--- src/rtl/serial_frame_rx_if.sv ---
// Output handshake bundle for serial_frame_rx.
// The receiver drives the word and valid; the consumer drives ready.
interface serial_frame_rx_if #(
    parameter int NBITS = 8
);
    logic [NBITS-1:0] out;
    logic             out_perr;
    logic             out_val;
    logic             out_rdy;

    modport master (
        output out,
        output out_perr,
        output out_val,
        input  out_rdy
    );

    modport slave (
        input  out,
        input  out_perr,
        input  out_val,
        output out_rdy
    );
endinterface

--- src/rtl/serial_frame_rx.sv ---
// Serial frame receiver: start, NBITS data LSB first, even parity, stop.
// Good frames go to a one-entry val/rdy output; losses are flagged and counted.
module serial_frame_rx #(
    parameter int NBITS = 8
) (
    input  logic               clk,
    input  logic               reset,
    input  logic               in_,
    serial_frame_rx_if.master  deq,
    output logic               frame_err,
    output logic               overrun,
    output logic [7:0]         drop_count
);
    localparam int CW = $clog2(NBITS + 1);
    localparam logic [CW-1:0] LAST = CW'(NBITS - 1);

    typedef enum logic [2:0] {
        IDLE,
        DATA,
        PARITY,
        STOP,
        WAIT_IDLE
    } state_t;

    state_t           state_q, state_d;
    logic [CW-1:0]    cnt_q, cnt_d;
    logic [NBITS-1:0] sreg_q, sreg_d;
    logic             perr_q, perr_d;
    logic [NBITS-1:0] out_q, out_d;
    logic             operr_q, operr_d;
    logic             val_q, val_d;
    logic             fe_q, fe_d;
    logic             ov_q, ov_d;
    logic [7:0]       drop_q, drop_d;

    always_ff @(posedge clk) begin
        if (reset) begin
            state_q <= IDLE;
            cnt_q   <= '0;
            sreg_q  <= '0;
            perr_q  <= 1'b0;
            out_q   <= '0;
            operr_q <= 1'b0;
            val_q   <= 1'b0;
            fe_q    <= 1'b0;
            ov_q    <= 1'b0;
            drop_q  <= '0;
        end else begin
            state_q <= state_d;
            cnt_q   <= cnt_d;
            sreg_q  <= sreg_d;
            perr_q  <= perr_d;
            out_q   <= out_d;
            operr_q <= operr_d;
            val_q   <= val_d;
            fe_q    <= fe_d;
            ov_q    <= ov_d;
            drop_q  <= drop_d;
        end
    end

    always_comb begin
        state_d = state_q;
        cnt_d   = cnt_q;
        sreg_d  = sreg_q;
        perr_d  = perr_q;
        out_d   = out_q;
        operr_d = operr_q;
        val_d   = val_q;
        fe_d    = 1'b0;
        ov_d    = 1'b0;
        drop_d  = drop_q;

        if (val_q && deq.out_rdy) begin
            val_d = 1'b0;
        end

        unique case (state_q)
            IDLE: begin
                if (!in_) begin
                    state_d = DATA;
                    cnt_d   = '0;
                    sreg_d  = '0;
                end
            end
            DATA: begin
                sreg_d = sreg_q | (NBITS'(in_) << cnt_q);
                cnt_d  = cnt_q + CW'(1);
                if (cnt_q == LAST) begin
                    state_d = PARITY;
                end
            end
            PARITY: begin
                perr_d  = (^sreg_q) ^ in_;
                state_d = STOP;
            end
            STOP: begin
                if (in_) begin
                    state_d = IDLE;
                    // A same-cycle accept frees the slot for the new word
                    if (!val_q || deq.out_rdy) begin
                        out_d   = sreg_q;
                        operr_d = perr_q;
                        val_d   = 1'b1;
                    end else begin
                        ov_d = 1'b1;
                    end
                end else begin
                    fe_d    = 1'b1;
                    state_d = WAIT_IDLE;
                end
            end
            WAIT_IDLE: begin
                if (in_) begin
                    state_d = IDLE;
                end
            end
            default: state_d = IDLE;
        endcase

        if ((fe_d || ov_d) && (drop_q != 8'hFF)) begin
            drop_d = drop_q + 8'd1;
        end
    end

    assign deq.out      = out_q;
    assign deq.out_perr = operr_q;
    assign deq.out_val  = val_q;
    assign frame_err    = fe_q;
    assign overrun      = ov_q;
    assign drop_count   = drop_q;
endmodule

--- src/flat_wrapper.sv ---
// flat-port wrapper written by rule: the top's interface ports become plain ports
module serial_frame_rx_flat 
#(
    parameter int NBITS = 8
)
  (clk, reset, in_, frame_err, overrun, drop_count, deq_out, deq_out_perr, deq_out_val, deq_out_rdy);
  serial_frame_rx_if #(.NBITS(NBITS)) deq_i ();
  input  logic clk;
  input  logic reset;
  input  logic in_;
  output logic frame_err;
  output logic overrun;
  output logic [7:0] drop_count;
  output wire logic [$bits(deq_i.out)-1:0] deq_out;
  output wire logic [$bits(deq_i.out_perr)-1:0] deq_out_perr;
  output wire logic [$bits(deq_i.out_val)-1:0] deq_out_val;
  input wire logic [$bits(deq_i.out_rdy)-1:0] deq_out_rdy;
  assign deq_out = deq_i.out;
  assign deq_out_perr = deq_i.out_perr;
  assign deq_out_val = deq_i.out_val;
  assign deq_i.out_rdy = deq_out_rdy;
  serial_frame_rx #(.NBITS(NBITS)) u_core (.clk(clk), .reset(reset), .in_(in_), .deq(deq_i), .frame_err(frame_err), .overrun(overrun), .drop_count(drop_count));
endmodule
--- config.mk ---
export PLATFORM = sky130hd
export DESIGN_NAME = serial_frame_rx_flat
export DESIGN_NICKNAME = d
export VERILOG_FILES = /design/src/rtl/serial_frame_rx_if.sv /design/src/rtl/serial_frame_rx.sv /design/src/flat_wrapper.sv
export SDC_FILE = /design/constraint.sdc
export NUM_CORES = 1
export LEC_CHECK = 0
export CAP_MARGIN = 20
export CORE_MARGIN = 2
export CORE_UTILIZATION = 35
export DETAILED_ROUTE_END_ITERATION = 8
export GPL_TIMING_DRIVEN = 1
export SLEW_MARGIN = 0
export SYNTH_ARGS = -nofsm -noshare
export SYNTH_HDL_FRONTEND = slang
export SYNTH_SLANG_ARGS = --single-unit
--- constraint.sdc ---
create_clock -name clk -period 1.9 [get_ports clk]
set_clock_uncertainty 0.15 [all_clocks]
set_input_delay 0.475 -clock clk [delete_from_list [all_inputs] [get_ports clk]]
set_output_delay 0.475 -clock clk [all_outputs]
set_load 0.03 [all_outputs]
Word-level counts from Yosys, hierarchy flattened
Index checks and enable logic that the tools add are counted.
- magnitude comparators: 0
- equality and inequality tests: 9
- multiplexer cells: 18
- add/subtract/negate cells: 2
- div/mod/pow operators: 0
- reductions and logical operators: 11
- multiply operators: 0
- shifts and indexed selects: 1
- bitwise logic cells: 2
- operators with widths (operator ; count):
    8-bit case mux with 2 select lines ; 1
    3-bit case mux with 5 select lines ; 1
    3-bit two-way mux ; 4
    1-bit two-way mux ; 9
    8-bit by 1-bit adder with 8-bit output, second input constant ; 1
    8-bit two-way mux ; 1
    8-bit != test, second input constant ; 1
    8-bit OR ; 1
    4-bit case mux with 2 select lines ; 1
    8-bit XOR reduction ; 1
    1-bit by 4-bit left shift with 8-bit output ; 1
    3-bit by 2-bit equality test with 1-bit output, second input constant ; 2
    3-bit AND reduction ; 2
    4-bit by 1-bit adder with 4-bit output, second input constant ; 1
    4-bit by 3-bit equality test with 1-bit output, second input constant ; 1
    4-bit two-way mux ; 1
    2-bit != test, second input constant ; 2
    3-bit by 1-bit equality test with 1-bit output, second input constant ; 1
    3-bit equality test, second input constant ; 1
    3-bit logical NOT ; 1
    1-bit logical AND ; 2
    1-bit logical OR ; 2
    2-bit by 1-bit != test with 1-bit output, second input constant ; 1
    2-bit AND reduction ; 1
    other kinds (3) ; 3
- bits in registers: 36
- bits in writable memories: 0
- latch bits: 0
- memories kept: 0
- memory bits (read-only): 0
- logic and storage cells: 53
- input bits: 4

Logic depth before layout (Yosys ltp)
Gate-level depths: netlist of the first run.
- depth in word-level cells: 7
- mapped depth: 6

Least setup slack after synthesis of the first run
No wires, ideal clock.
- path kind: register -> register
- from: register u_core.val_q, in the netlist u_core.deq.out_val
- to: register u_core.drop_q[5], in the netlist u_core.drop_count[5]
- data required time: 1.627 ns
- clock period less this slack: 1.985 ns
- arrival time: 1.711 ns
- path slack: -0.085 ns
- path buffers: 1
- cell stages (with the launch flop): 6
- path through: dfxtp_1 or2b_1 a21o_1 buf_6 nor4_2 mux2_1
- word-level cells in the longest chain between the ends: 7
- ends and longest elaborated chain (element ; line ; text):
    start, declared ; serial_frame_rx.sv:31 ; logic val_q, val_d;
    start signal, assigned ; serial_frame_rx.sv:55 ; val_q <= val_d;
    1-bit logical NOT ; serial_frame_rx.sv:101 ; if (!val_q || deq.out_rdy) begin
    1-bit logical OR ; serial_frame_rx.sv:101 ;
    1-bit two-way mux ; serial_frame_rx.sv:101 ;
    1-bit two-way mux ; serial_frame_rx.sv:98 ; if (in_) begin
    1-bit two-way mux ; serial_frame_rx.sv:78 ; unique case (state_q)
    1-bit logical OR ; serial_frame_rx.sv:121 ; if ((fe_d || ov_d) && (drop_q != 8'hFF)) begin
    1-bit logical AND ; serial_frame_rx.sv:121 ;
    end signal, assigned ; serial_frame_rx.sv:58 ; drop_q <= drop_d;
    end, declared ; serial_frame_rx.sv:34 ; logic [7:0] drop_q, drop_d;
Every way passes these cells.
A chain may end at the register's enable or synchronous reset.

Worst setup path in the final report of the first run
- from: input port deq_out_rdy
- to: register u_core.drop_q[3], in the netlist u_core.drop_count[3]
- word-level cells in the longest chain between the ends: 6
- ends and longest elaborated chain (element ; line ; text):
    start, declared ; flat_wrapper.sv:17 ; input wire logic [$bits(deq_i.out_rdy)-1:0] deq_out_rdy;
    1-bit logical OR ; serial_frame_rx.sv:101 ;
    1-bit two-way mux ; serial_frame_rx.sv:101 ;
    1-bit two-way mux ; serial_frame_rx.sv:98 ;
    1-bit two-way mux ; serial_frame_rx.sv:78 ;
    1-bit logical OR ; serial_frame_rx.sv:121 ;
    1-bit logical AND ; serial_frame_rx.sv:121 ;
Every way passes these cells.

==> results.md, run 1 <==
- Status: finished, final reports clean
- Crit path DAT: 1.87 ns
- First drt pass iteration count: 4
- Total power: 1.351 mW
- First-pass GRT wire length: 6.065 mm
- Clk Latency, worst-skew pair: 0.28 ns
- # rows: 24
- Final max-slew violation count: 0
- Core ar.: 4444 um2
- Placed Cells: 248
- Vias in the first global route: 1285
- GRT Residual Overflow: 0
- Crit. End Element: register
- Top cells by area, synth: dfxtp_1 (44%), nor2_1 (5.7%), mux2i_1 (5.5%)
- Area leader, netlist: dfxtp_1
- Fin. Hold Viols: 0
- Vias: 1357
- Worst Hold Class: register to register
- Yosys cell types: 42
- Tcrit/Tclk final: 94.70%
- Mean Syn Cell Area: 9.537 um2
- Cell Pwr Density: 670.2 nW/um2
- CTS buffer count: 5
- Worst EP required: 1.97 ns
- Final setup fails: 0
- Post-Synthesis Cells: 172
- Clock sink count: 36
- TritonCTS clock tree: done
- CP max stage delay: 0.54 ns
- Mapped Nets: 178
- Post-DP HPWL: 2.464 mm
- Final wirelength: 3.412 mm
- Yosys top cell area share: 43.94%
- Ratio of cells with drive above 1 in the final layout: 14.22%
- Yosys warns: 0
- #FFs+latches synth: 36
- Startpoint Class: input port
- # H-tree levels: 2
- RSZ-0062 raised after global routing: false
- Clock buffer depth: 2
- Avg WL per Cell: 13.33 um
- I/O pins: 24
- Gr usage total: 14.54%
- ANT cells: 0
- Layout fillers: 443
- Placer Congestion: 0.7834
- Drt initial violations: 72
- FFs w/ async S/R, synth: 0%
- Worst-path clk slew: 0.07 ns
- Cts hold-fix bufs: 0
- Max_cap viols: 0
- Fmax: 555.8 MHz
- Fin Hold WS: 0.3386 ns
- Least-Margin Pin Slew: 0.3933 ns
- # nets final: 210
- Port bufs: 23
- DIE AREA: 5250 um2
- Largest net degree at the start of global routing: 17
- Post-Syn Area: 1640 um2
- Initial antenna violation count: 0
- Area Overhead vs Synth: 22.88%
- LEAKAGE: 0.8420 nW
- Fin util: 45.35%
- Post-synth EDFFs: 0
- Fin cells: 256
- Die Y: 72.46 um
- Critical path cell sequence: dlygate4sd2_1, or2b_1, a21o_4, or4_4, a21oi_2
- Die X-Extent: 72.46 um
- Routed Antenna Nets: 0
- FF/Latch Area: 721.9 um2
- Post-route DRC violation count: 0
- Rel. slew slack: 73.75%
- Crit Path Class: input port to register
- Worst path slowest cell: or4_4
- Initial Utilization: 36.91%
- Clk root buf: clkbuf_8
- Multi-input logic area: 839.6 um2
- Vias/cell: 5.301
- Maximum fanout along the worst path: 8
- Sequential share of the synthesized area: 43.94%
- Worst vdd ir: 266.7 uV
- Synth Flop Type: dfxtp_1
- Tmin final: 1.799 ns
## worst max-delay path, delay by kind of cell
family	cells	cell delay [ns]
compound gates	2	0.39
buf+inv	1	0.23
simple gates	2	0.79
## sequential cells by signal (all words and copies together), names as in the netlist, 3 cells and up
signal / cells
u_core.cnt_q: 4
u_core.state_q: 3
u_core.sreg_q: 8
u_core.deq.out: 8
u_core.drop_count: 8
## metrics by stage
step	worst slack, ns	instance area [um2]	setup TNS (ns)
after global routing	0.04976	2016	0
after global placement	-0.3405	1937	-6.458
after detailed placement	-0.3975	1937	-7.101
after CTS	0.008625	2011	0
after floorplan	0.007304	1642	0
final	0.1008	2016	0
## cell families after synthesis
| group | after synthesis | share of synthesized area, % |
|---|---|---|
| buffers and inverters | 13 | 5.949 |
| adder cells (fa/ha/maj) | 2 | 1.525 |
| AO/OA/AOI/OAI | 37 | 14.34 |
| XOR/XNOR | 6 | 4.043 |
| flip-flops | 36 | 43.94 |
| multiplexers | 10 | 6.179 |
| AND/OR/NAND/NOR | 68 | 24.03 |
## cells in the final DEF, fill, tap and decap left out, types with 4 or more instances in the layout
| master | count |
|---|---|
| buf_4 | 13 |
| a21oi_1 | 11 |
| a22oi_1 | 7 |
| nor3_1 | 5 |
| dlygate4sd2_1 | 21 |
| mux2i_1 | 9 |
| dfxtp_1 | 35 |
| nand3b_1 | 7 |
| nand2_1 | 5 |
| clkbuf_8 | 5 |
| nor3b_1 | 4 |
| nor2_1 | 24 |
## cell usage after synthesis (4+ instances only)
library cell	n
nand3b_1	7
dfxtp_1	36
mux2i_1	9
nor3b_1	4
nor2_1	25
a22oi_1	7
nor3_1	5
nand2_1	5
or4_1	4
a21oi_1	12
## worst paths after layout
check	from	to	slack, ns	depth (start not counted)
setup / recovery	deq_out_rdy	u_core.drop_count[3]	0.10	5
hold / removal	u_core.deq.out_perr	u_core.deq.out_perr	0.34	2
setup reg to reg	u_core.state_q[0]	u_core.sreg_q[3]	0.14	4
hold reg to reg	u_core.deq.out_perr	u_core.deq.out_perr	0.34	2
## where the power goes
part	internal, mW	switching [mW]	leakage, nW
registers	0.760	0.00871	0.291
logic	0.0376	0.0466	0.510
clock network	0.249	0.249	0.0410
total	1.05	0.304	0.842
## per-layer routing
layer	track usage [%]	vias up	share of wire [%]
met5	0	-	0
met4	6.379	0	1.6
met3	3.472	7	4.2
met2	21.81	30	45
met1	19.88	639	49
li1	-	681	-
## layout make-up
type | count | area share [%]
well taps | 52 | 3.228
clock inverters | 1 | 0.2483
clock buffers | 6 | 3.600
flip-flops and latches | 36 | 35.82
repair buffers | 36 | 15.08
multi-input cells | 123 | 41.65
inverters | 2 | 0.3724
## what timing repair did
item / 4_1_cts / 5_1_grt
endpoints found under the hold margin: 0 / 0
gates resized for setup: 25 / 2
pin swaps: 3 / 0
setup endpoints to repair: 26 / 2
setup buffers: 1 / 0
(Power assumes the default switching activity.)
==> inputs of run 2 (changes only) <==
--- a/constraint.sdc
+++ b/constraint.sdc
@@ -4,2 +4,2 @@
 set_output_delay 0.475 -clock clk [all_outputs]
-set_load 0.03 [all_outputs]
+set_load 0.02 [all_outputs]
==> run 2 against run 1 <==
Against the previous run:
- worst setup slack worse by 0.057 ns
- via count rose by 0.52%
- first-iteration DRC count is 11% lower
- combinational power is 0.6% lower
- global-route usage decreased by 0.062 points
- clock power rose by 12%
- critical path depth down 4
- critical endpoint is now deq_out[1]
- highest routed layer unchanged
==> results.md, run 2 (synthesis gave the netlist of run 1 again) <==
- Status: finished, final reports clean
- First drt pass iteration count: 4
- Clk Latency, worst-skew pair: 0.29 ns
- GRT Residual Overflow: 0
- Avg WL per Cell: 13.41 um
- Switching Fraction: 22.64%
- Routed Antenna Nets: 0
- Worst vdd ir: 443.8 uV
- # rows: 24
- CP delay by family, top: buffers and inverters
- Fin. Hold Viols: 0
- Fin Hold WS: 0.3465 ns
- Maximum fanout along the worst path: 2
- Most frequent cells in the layout: dfxtp_1 (36), nor2_1 (24), buf_4 (14)
- Max_cap viols: 0
- Area Overhead vs Synth: 25.48%
- Tmin final: 1.856 ns
- Most common cell after layout, fill and taps aside: dfxtp_1
- Die Y: 72.46 um
- Placer Congestion: 0.7574
- Crit. End Element: output pin
- Crit path buffers/inverters: 1
- Rel. slew slack: 72.45%
- Fin util: 46.31%
- # nets final: 211
- I/O pins: 24
- RSZ-0062 raised after global routing: false
- Final wirelength: 3.461 mm
- Clock sink count: 36
- Internal Power: 1.093 mW
- Seq pwr share: 54.4%
- Gr usage total: 14.48%
- Worst path slowest cell: clkdlybuf4s50_1
- Fin cells: 258
- Post-route cell area: 2058 um2
- Largest net degree at the start of global routing: 14
- CTS buffer count: 5
- DIE AREA: 5250 um2
- Combinational Power Share: 5.9%
- Crit Path Class: register to output pin
- Final max-slew violation count: 0
- TritonCTS clock tree: done
- Vias in the first global route: 1293
- CP max stage delay: 0.61 ns
- Worst EP required: 1.27 ns
- Drt initial violations: 64
- Vias: 1364
- Post-route DRC violation count: 0
- ANT cells: 0
- Initial Utilization: 36.91%
- Core ar.: 4444 um2
- Placed Cells: 249
- LEAKAGE: 0.8321 nW
- Post-DP HPWL: 2.516 mm
- Placed cell area: 1943 um2
- Clock power frac: 39.6%
- Crit path DAT: 1.23 ns
- Port bufs: 23
- Die X-Extent: 72.46 um
- Clk root buf: clkbuf_8
- Psw: 0.3199 mW
- Worst Hold Class: register to register
- Cell Pwr Density: 686.6 nW/um2
- First-pass GRT wire length: 5.940 mm
- Ratio of cells with drive above 1 in the final layout: 13.59%
- Least-Margin Pin Slew: 0.4127 ns
- Tcrit/Tclk final: 97.71%
- Vias/cell: 5.287
- # H-tree levels: 2
- Startpoint Class: register
- Worst-path clk slew: 0.07 ns
- Critical path cell sequence: clkdlybuf4s50_1
- Final setup fails: 0
- Clock buffer depth: 2
- Fmax: 538.7 MHz
- Initial antenna violation count: 0
-- run 2: worst paths after layout --
kind,cells past startpoint,startpoint,endpoint,slack [ns]
worst max register to register,4,u_core.state_q[0],u_core.sreg_q[3],0.12
worst max-delay path,1,u_core.deq.out[1],deq_out[1],0.04
worst min-delay path,2,u_core.deq.out[2],u_core.deq.out[2],0.35
worst min register to register,2,u_core.deq.out[2],u_core.deq.out[2],0.35
-- run 2: power by group through the flow --
stage          registers, mW  logic, mW  clock network, mW
2_1_floorplan          0.782     0.0671                  0
3_3_place_gp           0.786     0.0831                  0
3_5_place_dp           0.787     0.0846                  0
4_1_cts                0.769     0.0841              0.578
5_1_grt                0.770     0.0937              0.616
6_report               0.769     0.0836              0.560
-- run 2: layout make-up --
class	instances	area [um2]
Fill cell	441	2386
Sequential cell	36	720.7
Clock buffer	7	86.33
Clock inverter	1	7.507
Inverter	2	7.507
Timing Repair Buffer	37	330.3
Multi-Input combinational cell	123	840.8
Tap cell	52	65.06
-- run 2: timing repair --
| item | 4_1_cts | 5_1_grt |
|---|---|---|
| pin swaps | 2 | 0 |
| cloned | 0 | 0 |
| endpoints found under the setup margin | 17 | 5 |
| gates resized for setup | 12 | 4 |
| hold buffers | 0 | 0 |
| buffers inserted | 1 | 0 |
-- run 2: tightest hold or removal path, stage by stage (launching register included) --
cell and delay (ns):
dfxtp_1 0.33, mux2i_1 0.07, nor2_1 0.07
-- run 2: through the flow --
stage	worst slack, ns	power, mW	TNS, ns
after floorplan	0.007304	0.8492	0
after CTS	0.02651	1.431	0
after detailed placement	-0.3861	0.8712	-8.100
final	0.04358	1.413	0
after global routing	0.001232	1.480	0
after global placement	-0.3821	0.8693	-7.811
-- run 2: layer usage --
metal | track usage [%] | wire, um | vias to the layer above
li1 | - | - | 686
met1 | 18.26 | 1623 | 639
met2 | 22.83 | 1595 | 30
met3 | 4.306 | 173 | 9
met4 | 6.584 | 68 | 0
met5 | 0 | 0 | -
